<file path="config.mk">
export PLATFORM = sky130hd
export DESIGN_NAME = shift8_seq_ctrl
export DESIGN_NICKNAME = d
export VERILOG_FILES = /design/src/rtl/shift8_seq_ctrl_pkg.sv /design/src/rtl/shift8_seq_ctrl_dp.sv /design/src/rtl/shift8_seq_ctrl.sv
export SDC_FILE = /design/constraint.sdc
export NUM_CORES = 1
export LEC_CHECK = 0
export ABC_AREA = 1
export ABC_CLOCK_PERIOD_IN_PS = 1800
export CORE_UTILIZATION = 46
export DETAILED_ROUTE_END_ITERATION = 16
export HOLD_SLACK_MARGIN = 0.06
export PLACE_DENSITY = 0.78
export SYNTH_ARGS = -nofsm -noshare
export SYNTH_HDL_FRONTEND = slang
export SYNTH_HIERARCHICAL = 1
export SYNTH_SLANG_ARGS = --single-unit
</file>
<file path="constraint.sdc">
create_clock -name clk -period 1.8 [get_ports clk]
set_clock_uncertainty 0.1 [all_clocks]
set_input_delay 0.54 -clock clk [delete_from_list [all_inputs] [get_ports clk]]
set_output_delay 0.54 -clock clk [all_outputs]
set_load 0.01 [all_outputs]
</file>
<file path="src/rtl/shift8_seq_ctrl_pkg.sv">
// Shared encodings for the 8-bit shifter sequencer and the counter blocks.
// Opcodes and state codes are fixed 2-bit values so other blocks can decode them directly.
package shift8_seq_ctrl_pkg;

  localparam logic [1:0] OP_LSL = 2'b00;
  localparam logic [1:0] OP_LSR = 2'b01;
  localparam logic [1:0] OP_ASR = 2'b10;
  localparam logic [1:0] OP_ROR = 2'b11;

  localparam logic [1:0] ST_IDLE  = 2'd0;
  localparam logic [1:0] ST_SHIFT = 2'd1;
  localparam logic [1:0] ST_DONE  = 2'd2;

  typedef enum logic [1:0] {
    S_IDLE  = ST_IDLE,
    S_SHIFT = ST_SHIFT,
    S_DONE  = ST_DONE
  } state_t;

endpackage

</file>
<file path="src/rtl/shift8_seq_ctrl_dp.sv">
// Shifter datapath: WIDTH-bit register with load / single-bit shift next-value mux.
// Holds its value whenever neither load nor shift_en is asserted.
module shift8_dp
  import shift8_seq_ctrl_pkg::*;
#(
  parameter int WIDTH = 8
) (
  input  logic             clk,
  input  logic             reset_n,
  input  logic             load,
  input  logic             shift_en,
  input  logic [1:0]       op,
  input  logic [WIDTH-1:0] d_in,
  output logic [WIDTH-1:0] q
);

  logic [WIDTH-1:0] q_nxt;

  function automatic logic [WIDTH-1:0] shift_step(input logic [1:0] sop,
                                                  input logic [WIDTH-1:0] v);
    logic signed [WIDTH-1:0] sv;
    sv = v;
    case (sop)
      OP_LSL:  shift_step = {v[WIDTH-2:0], 1'b0};
      OP_LSR:  shift_step = {1'b0, v[WIDTH-1:1]};
      OP_ASR:  shift_step = sv >>> 1;
      default: shift_step = {v[0], v[WIDTH-1:1]};
    endcase
  endfunction

  always_comb begin
    q_nxt = q;
    if (load)
      q_nxt = d_in;
    else if (shift_en)
      q_nxt = shift_step(op, q);
  end

  always_ff @(posedge clk) begin
    if (!reset_n)
      q <= '0;
    else
      q <= q_nxt;
  end

endmodule

</file>
<file path="src/rtl/shift8_seq_ctrl.sv">
// Start/busy/done sequencer that applies one shift command one bit per clock.
// FSM and down-counter live here; the register and shift mux live in shift8_dp.
module shift8_seq_ctrl
  import shift8_seq_ctrl_pkg::*;
#(
  parameter int WIDTH = 8,
  parameter int AMT_W = $clog2(WIDTH)
) (
  input  logic             clk,
  input  logic             reset_n,
  input  logic             start,
  input  logic [1:0]       op,
  input  logic [AMT_W-1:0] amt,
  input  logic [WIDTH-1:0] d_in,
  output logic [WIDTH-1:0] q,
  output logic             busy,
  output logic             done
);

  state_t           state;
  logic [AMT_W-1:0] cnt;
  logic [1:0]       op_r;
  logic             load;
  logic             shift_en;

  assign load     = (state == S_IDLE) && start;
  assign shift_en = (state == S_SHIFT);

  // busy/done are registered alongside the state so they decode from it alone
  always_ff @(posedge clk) begin
    if (!reset_n) begin
      state <= S_IDLE;
      cnt   <= '0;
      op_r  <= OP_LSL;
      busy  <= 1'b0;
      done  <= 1'b0;
    end else begin
      case (state)
        S_IDLE: begin
          if (start) begin
            op_r <= op;
            cnt  <= amt;
            busy <= 1'b1;
            if (amt != '0) begin
              state <= S_SHIFT;
              done  <= 1'b0;
            end else begin
              state <= S_DONE;
              done  <= 1'b1;
            end
          end
        end
        S_SHIFT: begin
          cnt <= cnt - AMT_W'(1);
          if (cnt == AMT_W'(1)) begin
            state <= S_DONE;
            done  <= 1'b1;
          end
        end
        S_DONE: begin
          state <= S_IDLE;
          busy  <= 1'b0;
          done  <= 1'b0;
        end
        default: begin
          state <= S_IDLE;
          busy  <= 1'b0;
          done  <= 1'b0;
        end
      endcase
    end
  end

  shift8_dp #(.WIDTH(WIDTH)) u_dp (
    .clk      (clk),
    .reset_n  (reset_n),
    .load     (load),
    .shift_en (shift_en),
    .op       (op_r),
    .d_in     (d_in),
    .q        (q)
  );

endmodule

</file>
Word-level counts from Yosys, hierarchy flattened
Cells that the tools add are included.
{ "op_classes": {"n_bitwise": 1, "n_addsub": 1, "n_mux": 15, "n_eq_ne": 7, "n_reduce_logical": 11} }
{ "op_table": {"columns": ["operator", "count"], "rows": [
  ["$pmux W8 S3", 1],
  ["$mux W8", 2],
  ["$reduce_and A2 Y1", 5],
  ["$mux W2", 3],
  ["$pmux W3 S2", 1],
  ["$eq A2 B1 Y1 const B", 2],
  ["$logic_not A2 Y1", 2],
  ["$mux W1", 4],
  ["$ne A2 B2 Y1 const B", 2],
  ["$pmux W1 S2", 2],
  ["$pmux W2 S2", 1],
  ["$reduce_bool A2 Y1", 2],
  ["$eq A3 B1 Y1 const B", 1],
  ["$mux W3", 1],
  ["$reduce_bool A3 Y1", 1],
  ["$sub A3 B1 Y3 const B", 1],
  ["$eq A2 B2 Y1 const B", 1],
  ["$ne A2 B1 Y1 const B", 1],
  ["$logic_and A1 B1 Y1", 1],
  ["$not A1 Y1", 1]
]} }
{ "word_totals": {"out_inout_bits": 10, "elab_cells": 42, "regBits": 17} }

Depth between registers and ports, before layout
Gate-level depths: netlist of run 1.
{ "depth": {"depth_word": 4, "depth_mapped": 9, "ltp_nobuf": 9} }

Modules after synthesis
The synthesis of run 1 kept the hierarchy.
{ "modules_own_cells": {"columns": ["mod", "instances", "area_each_um2", "cells_each"], "rows": [
  ["shift8_dp", 1, 471.7, 69],
  ["shift8_seq_ctrl", 1, 426.7, 62]
]} }

Worst setup path before layout of run 1
OpenSTA, ideal clock, no wires.
{ "synth_timing": {"path_type": "register to register", "startpoint": "reg done (netlist name)", "endpoint": "reg u_dp.q[1]", "setup_ns": 0.070, "arrival_time_ns": 1.189, "stages_incl_launch_ff": 8, "slack_ns": 0.441, "period_less_slack_ns": 1.359, "path_cell_list": "dfxtp_1 > nor2_2 > nand2_2 > inv_2 > buf_6 > nor2_4 > nand3_1 > a21oi_1"} }
{ "synth_lines": {"columns": ["element", "line", "source"], "rows": [
  ["to (signal assigned)", "shift8_seq_ctrl_dp.sv:43", "q <= q_nxt;"],
  ["to (decl)", "shift8_seq_ctrl_dp.sv:14", "output logic [WIDTH-1:0] q"]
]} }

Worst setup path in the final report of run 1
{ "layout_timing": {"startpoint": "in start", "endpoint": "reg u_dp.q[4]"} }
{ "layout_via": {"elab_chain_len": 2, "elab_cells_between_ends": 3, "cone_classes": "mux: 1; reduce/logical: 2"} }
{ "layout_rtl": {"columns": ["element", "line", "source"], "rows": [
  ["from (decl)", "shift8_seq_ctrl.sv:11", "input logic start,"],
  ["$logic_and A1 B1 Y1 *", "shift8_seq_ctrl.sv:26", "assign load = (state == S_IDLE) && start;"],
  ["named net load", "shift8_seq_ctrl.sv:23", "logic load;"],
  ["$mux W8 / $reduce_bool A2 Y1 (equally long branches)", null, null]
]} }
Mark *: on every way through the listed nets, which the timed path passes. The rest lies on a longest branch.
A chain may end at the register's enable or synchronous reset.

==> metrics.log, run 1 <==
INFO  metric drive_gt1_share = 15.8%
INFO  metric number_of_buffers_inserted_for_hold_repair_after_clock_tree_synthesis = 0
INFO  metric initial_core_util = 50.4%
INFO  metric tritoncts_num_sinks = 16
INFO  metric postRouteWirelength = 2030 um
INFO  metric antenna_found_initial = 0
INFO  metric grt.overflow.total = 0
INFO  metric cellLeakagePower = 0.605 nW
INFO  metric final.hold.worst_slack = 0.380 ns
INFO  metric result_of_the_run = completed
INFO  metric worstHoldPathCells = 2
INFO  metric total_power_divided_by_cell_area = 877 nW/um^2
INFO  metric groute.usage.overall = 22.8%
INFO  metric floorplan.die_area = 2130 sq um
INFO  metric ff2ff_setup_slack = 0.39 ns
INFO  metric yosys.area.top_type_share = 35.7%
INFO  metric timing.critical_path.buf_inv = 3
INFO  metric dieHeight = 46.2 um
INFO  metric worst_hold_path.endpoint = busy
INFO  metric setup-violations-final = 0
INFO  metric min_cycle_time_layout = 1.59 ns
INFO  metric hold_violations_final = 0
INFO  metric area.sequential = 323 sq um
INFO  metric synthesis.area = 898 sq um
INFO  metric num_rows = 15
INFO  metric cp_cell_sequence = clkdlybuf4s50_1 > nand2_2 > inv_2 > buf_4 > nor2_4 > nand3_1 > a21oi_1
INFO  metric drv_slew = 0
INFO  metric critPathMaxStageDelay = 0.43 ns
INFO  metric grt_setup_unrepaired = no
INFO  metric synth.most_common_cell = nand2_1
INFO  metric tritoncts = yes
INFO  metric routed-via-count = 951
INFO  metric kind_of_end_point_of_the_critical_path = flip-flop
INFO  metric drc = 0
INFO  metric seq_area_frac_synth = 35.7%
INFO  metric pin_count_of_the_biggest_net_entering_global_routing = 10
INFO  metric netlist_top_cells_area = dfxtp_1, nand2_1, nand3_1
INFO  metric layout_setup_ws = 0.213 ns
INFO  metric root_buffer = clkbuf_4
INFO  metric final_net_count = 184
INFO  metric yosysTopAreaCell = dfxtp_1
INFO  metric number_of_post_cts_setup_repair_buffers = 0
INFO  metric max-vdd-ir-drop = 0.520 mV
INFO  metric yosys-top-cells-count = nand2_1, inv_1, nand3_1, dfxtp_1
INFO  metric timing.slew.headroom = 85.3%
INFO  metric io_pins = 26
INFO  metric multiInputGateArea = 473 sq um
INFO  metric cts_buffer_depth = 2
INFO  metric fin_tns_setup = 0 ns
INFO  metric reg2reg_depth = 8
INFO  metric timing.critical_path.from_type = input port
INFO  metric maxClockFrequency = 630 MHz
INFO  metric place.detailed.hpwl = 1660 um
INFO  metric clk_latency = 0.28 ns
INFO  metric crit-reg2reg-capture = u_dp/q[4]
INFO  metric routed_length_per_placed_instance = 10.7 um
INFO  metric postPlaceCellArea = 1210 sq um
INFO  metric filler_cell_count = 179
INFO  metric insertedDiodeCount = 0
INFO  metric routed_via_density = 5.01
INFO  metric final_antenna_net_count = 0
INFO  metric critPathKind = in -> reg
INFO  metric placement.setup.worst_slack = -0.0990 ns
INFO  metric ys_dominant_reg_cell = dfxtp_1
INFO  metric hold_path_class = reg -> reg
INFO  metric wire_length_of_the_first_global_routing_pass = 3550 um
INFO  metric path_clk_slew = 0.10 ns
INFO  metric yosysUniqueCellTypes = 18
INFO  metric numCtsBuffers = 3
INFO  metric firstDrtPassIters = 4
INFO  metric synth_area_per_cell = 6.86 sq um
INFO  metric drv.max_cap_violation_count = 0
INFO  metric post_cts_resized = 12
INFO  metric chipWidth = 46.2 um
INFO  metric cts-htree-levels = 1
INFO  metric vias_in_the_first_global_route = 887
INFO  metric first_iter_violations = 19
INFO  metric crit_path_top_delay_cell = clkdlybuf4s50_1
INFO  metric ys_warn_count = 6
INFO  metric ys_ff_latch = 16
INFO  metric mappedNetlistNets = 149
INFO  metric worst-endpoint-arrival = 1.70 ns
INFO  metric worst-path-max-fanout = 6
INFO  metric finalWeightedCongestion = 0.847
INFO  metric timing_worst_slew_pin_value = 0.220 ns
INFO  metric layout_area_overhead = 38.0%
INFO  metric path_delay_family = buffers and inverters
INFO  metric synth-async-reset-ratio = 0%
INFO  metric floorplan.core_area = 1780 sq um
INFO  metric rr_startpoint = done
INFO  metric cp.required = 1.91 ns
INFO  metric period_share = 88.1%
INFO  metric hold_path.startpoint = busy
INFO  metric syn-instance-count = 131
INFO  metric layout.cell_area.non_filler = 1240 sq um
INFO  metric number_of_synthesized_flops_with_an_enable_pin = 0
INFO  metric port_buffers = 25
-- logic make-up (layout without fill, tap and decap cells) --
logic type	after synthesis	after routing	share of synthesized area [%]
DFF	16	16	35.7
buffers and inverters	26	60	11.7
adders and majority gates	2	2	2.79
and+or+nand+nor	68	68	36.9
AOI/OAI and AO/OA	19	19	13.0
-- worst max-delay path by stage --
stage | depth (start not counted) | end | start
5_1_grt | 7 | u_dp/q[4] | start
2_1_floorplan | 7 | u_dp/q[1] | done
4_1_cts | 7 | u_dp/q[4] | start
3_5_place_dp | 7 | u_dp/q[4] | start
3_3_place_gp | 7 | u_dp/q[5] | start
6_report | 7 | u_dp/q[4] | start
-- layer usage --
layer  GRT usage [%]  vias up  routed length, um  share of wire (%)
li1                -      490                  -                  -
met3            3.53        2                134                6.6
met5               0        -                  0                  0
met4            7.65        0                 15               0.74
met1            26.4      428                850                 42
met2            42.0       31               1030                 51
-- worst min-delay path: stages (launching register included) --
cell and delay (ns):
dfxtp_1 0.34, nand2_1 0.05, o21ai_0 0.06
-- cells in the final DEF (no fill, tap or decap) --
cell and count:
o21ai_0 3, nand3_1 19, clkdlybuf4s50_1 15, o21ai_2 1
nor2_1 8, nand2_2 1, dlygate4sd2_1 10, nor2_2 2
clkbuf_8 1, a22oi_1 7, clkbuf_4 3, buf_4 6
dfxtp_2 2, nor2_4 4, nor3b_2 1, nand4_1 1
a21oi_1 8, inv_2 5, nand3b_1 1, dfxtp_1 14
nand2_1 31, inv_1 20, ha_1 2
-- report_power, final --
group          leakage, nW  internal [W]  switching [W]
Sequential           0.133      0.000406      0.0000403
Clock               0.0210      0.000123       0.000109
Combinational        0.451      0.000180       0.000230
Total                0.605      0.000709       0.000379
-- cell type report --
type                       instances  area share [%]
inverter                          25            7.57
sequential                        16            26.0
tap                               25            2.52
multi-input combinational         89            38.1
timing repair buffer              31            22.8
clock buffer                       4            2.93
-- sequential cells by signal, summed over array words and instances (netlist names) --
register and count:
u_dp/q 8, op_r 2, state 1, done 1
busy 1, cnt 3
-- metrics by stage --
step	total power (W)	instances	util, %
after global placement	0.000871	186	68.1
after floorplan	0.000717	131	-
after detailed placement	0.000885	186	68.1
after CTS	0.00110	190	69.5
after global routing	0.00118	190	69.5
final	0.00109	190	69.5
(Power assumes the default switching activity.)
==> run 2: changes to the inputs <==
ABC_CLOCK_PERIOD_IN_PS = unset   (was 1800)
GPL_TIMING_DRIVEN = 0   (was unset)
clock period = 1.7 ns   (was 1.8 ns; I/O delays follow)
==> run 2 against run 1 <==
  * Worst hold slack better by 0.013 ns
  * Setup slack worse by 0.086 ns
  * Cell area down 1.6%
  * Cell count down 2.1%
  * Flip-flop and latch count unchanged
  * First-iteration DRC count up 26%
  * Sequential share of layout area up 0.73 points
  * Sequential power up 7.2%
  * Via count up 1.5%
  * Non-clock buffer count down 4
==> metrics.log, run 2 (synthesis gave the netlist of run 1 again) <==
INFO  metric chipWidth = 46.2 um (unchanged)
INFO  metric routed_via_density = 5.19 (+3.7%)
INFO  metric finalWeightedCongestion = 0.816 (-3.7%)
INFO  metric final_antenna_net_count = 0 (unchanged)
INFO  metric total_power_divided_by_cell_area = 948 nW/um^2 (+8.0%)
INFO  metric drv.max_cap_violation_count = 0 (unchanged)
INFO  metric grt.overflow.total = 0 (unchanged)
INFO  metric critPathMaxStageDelay = 0.40 ns (-0.03 ns)
INFO  metric multiInputGateArea = 473 sq um (unchanged)
INFO  metric grt_setup_unrepaired = no
INFO  metric max_flop_register = u_dp/q
INFO  metric hold_violations_final = 0 (unchanged)
INFO  metric groute.usage.overall = 23.7% (+0.83 points)
INFO  metric cp.required = 1.09 ns (-0.82 ns)
INFO  metric dieHeight = 46.2 um (unchanged)
INFO  metric pin_count_of_the_biggest_net_entering_global_routing = 11 (+1)
INFO  metric insertedDiodeCount = 0 (unchanged)
INFO  metric port_buffers = 25 (unchanged)
INFO  metric largest_register_ff_count = 8 (unchanged)
INFO  metric drive_gt1_share = 14.3% (-1.5 points)
INFO  metric path_clk_slew = 0.10 ns (about the same)
INFO  metric critPathKind = reg -> out
INFO  metric path_delay_family = flip-flops
INFO  metric min_cycle_time_layout = 1.57 ns
INFO  metric drv_slew = 0 (unchanged)
INFO  metric layout_top_registers = u_dp/q x8, cnt x3, op_r x2
INFO  metric wire_length_of_the_first_global_routing_pass = 3570 um (+0.59%)
INFO  metric timing.slew.headroom = 79.3% (-6.0 points)
INFO  metric clk_latency = 0.29 ns (about the same)
INFO  metric reg2reg_depth = 7 (-1)
INFO  metric vias_in_the_first_global_route = 827 (-6.8%)
INFO  metric place.detailed.hpwl = 1560 um (-6.0%)
INFO  metric tritoncts_num_sinks = 16 (unchanged)
INFO  metric worst_hold_path.endpoint = busy
INFO  metric ff2ff_setup_slack = 0.32 ns (-0.07 ns)
INFO  metric most_frequent_cells_in_the_layout = nand2_1, inv_1, nand3_1
INFO  metric kind_of_end_point_of_the_critical_path = output port
INFO  metric num_rows = 15 (unchanged)
INFO  metric worst-path-max-fanout = 5 (-1)
INFO  metric cts-htree-levels = 1 (unchanged)
INFO  metric cp_cell_sequence = dlygate4sd2_1
INFO  metric area.sequential = 327 sq um (+1.2%)
INFO  metric io_pins = 26 (unchanged)
INFO  metric floorplan.die_area = 2130 sq um (unchanged)
INFO  metric routed-via-count = 965 (+1.5%)
INFO  metric layout_area_overhead = 35.8%
INFO  metric crit-reg2reg-capture = u_dp/q[6]
INFO  metric fin_tns_setup = 0 ns (unchanged)
INFO  metric final_common_cell = nand2_1
INFO  metric rr_startpoint = state[0]
INFO  metric timing.critical_path.buf_inv = 1 (-2)
INFO  metric filler_cell_count = 174 (-2.8%)
INFO  metric worstHoldPathCells = 2 (unchanged)
INFO  metric hold_path.startpoint = busy
INFO  metric initial_core_util = 50.4% (unchanged)
INFO  metric cellLeakagePower = 0.596 nW (-1.5%)
INFO  metric drc = 0 (unchanged)
INFO  metric result_of_the_run = completed
INFO  metric cts_buffer_depth = 2 (unchanged)
INFO  metric crit_path_top_delay_cell = dfxtp_4
INFO  metric maxClockFrequency = 636 MHz
INFO  metric final.hold.worst_slack = 0.393 ns (+0.0128 ns)
INFO  metric routed_length_per_placed_instance = 11.5 um (+7.3%)
INFO  metric floorplan.core_area = 1780 sq um (unchanged)
INFO  metric firstDrtPassIters = 5 (+1)
INFO  metric final_net_count = 180 (-2.2%)
INFO  metric numCtsBuffers = 3 (unchanged)
INFO  metric antenna_found_initial = 0 (unchanged)
INFO  metric tritoncts = yes
INFO  metric root_buffer = clkbuf_4
INFO  metric first_iter_violations = 24 (+5)
INFO  metric hold_path_class = reg -> reg
INFO  metric max-vdd-ir-drop = 0.566 mV (+8.8%)
INFO  metric worst-endpoint-arrival = 0.96 ns (-0.74 ns)
INFO  metric timing_worst_slew_pin_value = 0.310 ns (+0.0899 ns)
INFO  metric timing.critical_path.from_type = flip-flop
INFO  metric period_share = 92.5%
INFO  metric postRouteWirelength = 2140 um (+5.0%)
INFO  metric setup-violations-final = 0 (unchanged)
## run 2: cell types whose count changed in the layout (fill, tap and decap cells not counted), sizes merged
cell,before,now
buf,6,2
dlymetal6s2s,0,1
clkdlybuf4s50,15,14
## run 2: final cells by class
| class | count | share of cell area [%] |
|---|---|---|
| multi-input combinational | 89 | 38.8 |
| sequential | 16 | 26.8 |
| timing repair buffer | 26 | 20.3 |
| inverter | 25 | 7.69 |
| clock buffer | 4 | 2.97 |
| tap | 25 | 2.56 |
| buffer | 1 | 0.923 |
## run 2: worst max-delay path by stage
| stage | start | endpoint | slack [ns] | cells past startpoint |
|---|---|---|---|---|
| floorplan | done | u_dp/q[1] | 0.34 | 7 |
| global placement | start | u_dp/q[5] | -0.28 | 7 |
| detailed placement | start | u_dp/q[4] | -0.33 | 7 |
| CTS | start | u_dp/q[4] | 0.07 | 7 |
| global route | u_dp/q[0] | q[0] | 0.05 | 1 |
| finish | done | done | 0.13 | 1 |
## run 2: per-stage QoR
step	cell area [sq um]	worst slack, ns	total power, W	instances	utilization, %
floorplan	898	0.341	0.000759	131	-
global placement	1180	-0.284	0.000909	181	66.2
detailed placement	1180	-0.328	0.000921	181	66.2
CTS	1220	0.0663	0.00116	186	68.3
global route	1220	0.0466	0.00125	186	68.4
finish	1220	0.127	0.00116	186	68.4
## run 2: where the power goes
| group | leakage (nW) | switching (W) | internal (W) |
|---|---|---|---|
| logic | 0.441 | 0.000245 | 0.000182 |
| registers | 0.134 | 0.0000472 | 0.000430 |
| clock network | 0.0210 | 0.000121 | 0.000130 |
## run 2: worst reg2reg max path: cells and delay by family (launching register included)
family                 cells  cell delay [ns]
AND/OR/NAND/NOR            4             0.44
flip-flops                 1             0.40
buffers and inverters      2             0.23
AO/OA/AOI/OAI              1             0.14
## run 2: metal layers
metal	up-vias	global-route usage (%)	share of wire (%)
li1	485	-	-
met1	443	28.1	45
met2	33	38.6	48
met3	4	5.10	5.0
met4	0	14.1	1.7
met5	-	0	0
## run 2: repair_timing
action / 4_1_cts / 5_1_grt
setup endpoints to repair: 13 / 3
hold endpoints to repair: 0 / 0
setup buffers: 1 / 0
hold buffers: 0 / 0
pin swaps: 1 / 0
resized for setup: 14 / 1
==> run 3: changes to the inputs <==
SLEW_MARGIN = 20   (was unset)
TNS_END_PERCENT = 50   (was unset)
clock period = 1.58 ns   (was 1.7 ns; I/O delays follow)
==> run 3 against run 2 <==
  * Setup slack worse by 0.054 ns
  * Largest power group unchanged
  * Cell count down 0.54%
  * Highest routed layer unchanged
  * Cell area down 0.62%
  * Largest cell class unchanged
==> metrics.log, run 3 (synthesis gave the netlist of run 1 again) <==
INFO  metric largest_register_ff_count = 8 (unchanged)
INFO  metric layout_top_registers = u_dp/q x8, cnt x3, op_r x2
INFO  metric critPathMaxStageDelay = 0.40 ns (about the same)
INFO  metric cellLeakagePower = 0.581 nW (-2.5%)
INFO  metric cp_cell_sequence = clkdlybuf4s15_1
INFO  metric final_common_cell = nand2_1
INFO  metric dieHeight = 46.2 um (unchanged)
INFO  metric net_switching_power = 0.000440 W (+6.6%)
INFO  metric design_internal_power = 0.000796 W (+7.2%)
INFO  metric total_power_divided_by_cell_area = 1020 nW/um^2 (+7.6%)
INFO  metric chipWidth = 46.2 um (unchanged)
INFO  metric antenna_found_initial = 0 (unchanged)
INFO  metric vias_in_the_first_global_route = 805 (-2.7%)
INFO  metric floorplan.core_area = 1780 sq um (unchanged)
INFO  metric worstHoldPathCells = 2 (unchanged)
INFO  metric routed-via-count = 947 (-1.9%)
INFO  metric timing_worst_slew_pin_value = 0.320 ns (+0.00998 ns)
INFO  metric crit_path_top_delay_cell = dfxtp_4
INFO  metric hold_path.startpoint = busy
INFO  metric finalWeightedCongestion = 0.816 (unchanged)
INFO  metric numCtsBuffers = 3 (unchanged)
INFO  metric most_frequent_cells_in_the_layout = nand2_1, inv_1, nand3_1
INFO  metric maxClockFrequency = 664 MHz
INFO  metric period_share = 95.4%
INFO  metric grt.overflow.total = 0 (unchanged)
INFO  metric layout_area_overhead = 35.0%
INFO  metric drc = 0 (unchanged)
INFO  metric postRouteWirelength = 2060 um (-3.7%)
INFO  metric power.share.switching = 35.6% (-0.13 points)
INFO  metric cp.required = 1.01 ns (-0.08 ns)
INFO  metric number_of_buffers_inserted_for_hold_repair_after_clock_tree_synthesis = 0 (unchanged)
INFO  metric critPathKind = reg -> out
INFO  metric grt_setup_unrepaired = no
INFO  metric timing.slew.headroom = 78.6% (-0.67 points)
INFO  metric root_buffer = clkbuf_4
INFO  metric floorplan.die_area = 2130 sq um (unchanged)
INFO  metric final_net_count = 179 (-0.56%)
INFO  metric final_antenna_net_count = 0 (unchanged)
INFO  metric kind_of_end_point_of_the_critical_path = output port
INFO  metric combinationalPowerShare = 36.4% (-0.6 points)
INFO  metric result_of_the_run = completed
INFO  metric tritoncts = yes
INFO  metric reg2reg_depth = 7 (unchanged)
INFO  metric cts_buffer_depth = 2 (unchanged)
INFO  metric insertedDiodeCount = 0 (unchanged)
INFO  metric pin_count_of_the_biggest_net_entering_global_routing = 11 (unchanged)
INFO  metric worst_hold_path.endpoint = busy
INFO  metric place.detailed.hpwl = 1560 um (unchanged)
INFO  metric power.sequential.fraction = 41.6% (+0.3 points)
INFO  metric cts-htree-levels = 1 (unchanged)
INFO  metric drv.max_cap_violation_count = 0 (unchanged)
INFO  metric clk_latency = 0.29 ns (about the same)
INFO  metric hold_violations_final = 0 (unchanged)
INFO  metric drv_slew = 0 (unchanged)
INFO  metric firstDrtPassIters = 4 (-1)
INFO  metric num_rows = 15 (unchanged)
INFO  metric min_cycle_time_layout = 1.51 ns
INFO  metric hold_path_class = reg -> reg
INFO  metric port_buffers = 25 (unchanged)
INFO  metric ff2ff_setup_slack = 0.16 ns (-0.16 ns)
INFO  metric path_delay_family = flip-flops
INFO  metric layout.cell_area.non_filler = 1210 sq um (-0.62%)
INFO  metric timing.critical_path.buf_inv = 1 (unchanged)
INFO  metric wire_length_of_the_first_global_routing_pass = 3390 um (-4.9%)
INFO  metric power.share.clock = 22.0% (+0.3 points)
INFO  metric power.total = 0.00124 W (+7.0%)
INFO  metric io_pins = 26 (unchanged)
INFO  metric path_clk_slew = 0.10 ns (about the same)
INFO  metric setup-violations-final = 0 (unchanged)
INFO  metric worst-endpoint-arrival = 0.93 ns (-0.03 ns)
INFO  metric initial_core_util = 50.4% (unchanged)
INFO  metric first_iter_violations = 22 (-8.3%)
INFO  metric postPlaceCellArea = 1180 sq um (unchanged)
INFO  metric routed_via_density = 5.12 (-1.3%)
INFO  metric crit-reg2reg-capture = u_dp/q[4]
INFO  metric routed_length_per_placed_instance = 11.1 um (-3.1%)
INFO  metric tritoncts_num_sinks = 16 (unchanged)
INFO  metric worst-path-max-fanout = 5 (unchanged)
INFO  metric groute.usage.overall = 22.5% (-1.2 points)
INFO  metric drive_gt1_share = 15.0% (+0.71 points)
INFO  metric max-vdd-ir-drop = 0.607 mV (+7.2%)
INFO  metric rr_startpoint = done
INFO  metric timing.critical_path.from_type = flip-flop
INFO  metric max_flop_register = u_dp/q
## run 3: tightest hold or removal path, cell delays in order (launching register included)
cell and delay (ns):
dfxtp_1 0.35, nand2_1 0.05, o21ai_0 0.07
## run 3: repair_timing
item	4_1_cts	5_1_grt
endpoints found under the setup margin	18	3
buffers inserted	0	0
resized for setup	15	3
pin swaps	1	0
## run 3: how the worst max path moves through the flow
stage          startpoint        end  slack, ns  cells after the start
6_report             done       done       0.07                      1
2_1_floorplan        done  u_dp/q[1]       0.22                      7
3_3_place_gp        start  u_dp/q[5]      -0.37                      7
5_1_grt         u_dp/q[1]       q[1]       0.01                      1
3_5_place_dp        start  u_dp/q[4]      -0.41                      7
4_1_cts              done       done       0.03                      1
## run 3: final cells by class
cell class,count,area (sq um)
Buffer,1,11.3
Timing Repair Buffer,25,238
Clock buffer,4,36.3
Multi-Input combinational cell,89,473
Inverter,25,93.8
Tap cell,25,31.3
Fill cell,173,571
Sequential cell,16,329
## run 3: power groups by stage
stage	clock network (W)	registers [W]	logic (W)
6_report	0.000272	0.000515	0.000450
5_1_grt	0.000308	0.000524	0.000505
4_1_cts	0.000277	0.000514	0.000448
3_5_place_dp	0	0.000522	0.000468
3_3_place_gp	0	0.000520	0.000458
2_1_floorplan	0	0.000530	0.000287
## run 3: routing by layer
metal	GRT usage, %	vias up	wire length [um]
met5	0	-	0
met4	12.4	0	46
met3	4.71	6	117
met2	37.2	38	984
met1	26.7	422	909
li1	-	481	-
## run 3: per-stage QoR
step                worst slack [ns]  utilization, %  instances  hold WS [ns]  setup TNS (ns)
floorplan                      0.221               -        131         0.391               0
global placement              -0.368            66.2        181         0.352           -3.10
detailed placement            -0.412            66.2        181         0.357           -3.62
CTS                           0.0342            67.8        185         0.387               0
global route                  0.0147            68.0        185         0.414               0
finish                        0.0730            68.0        185         0.398               0
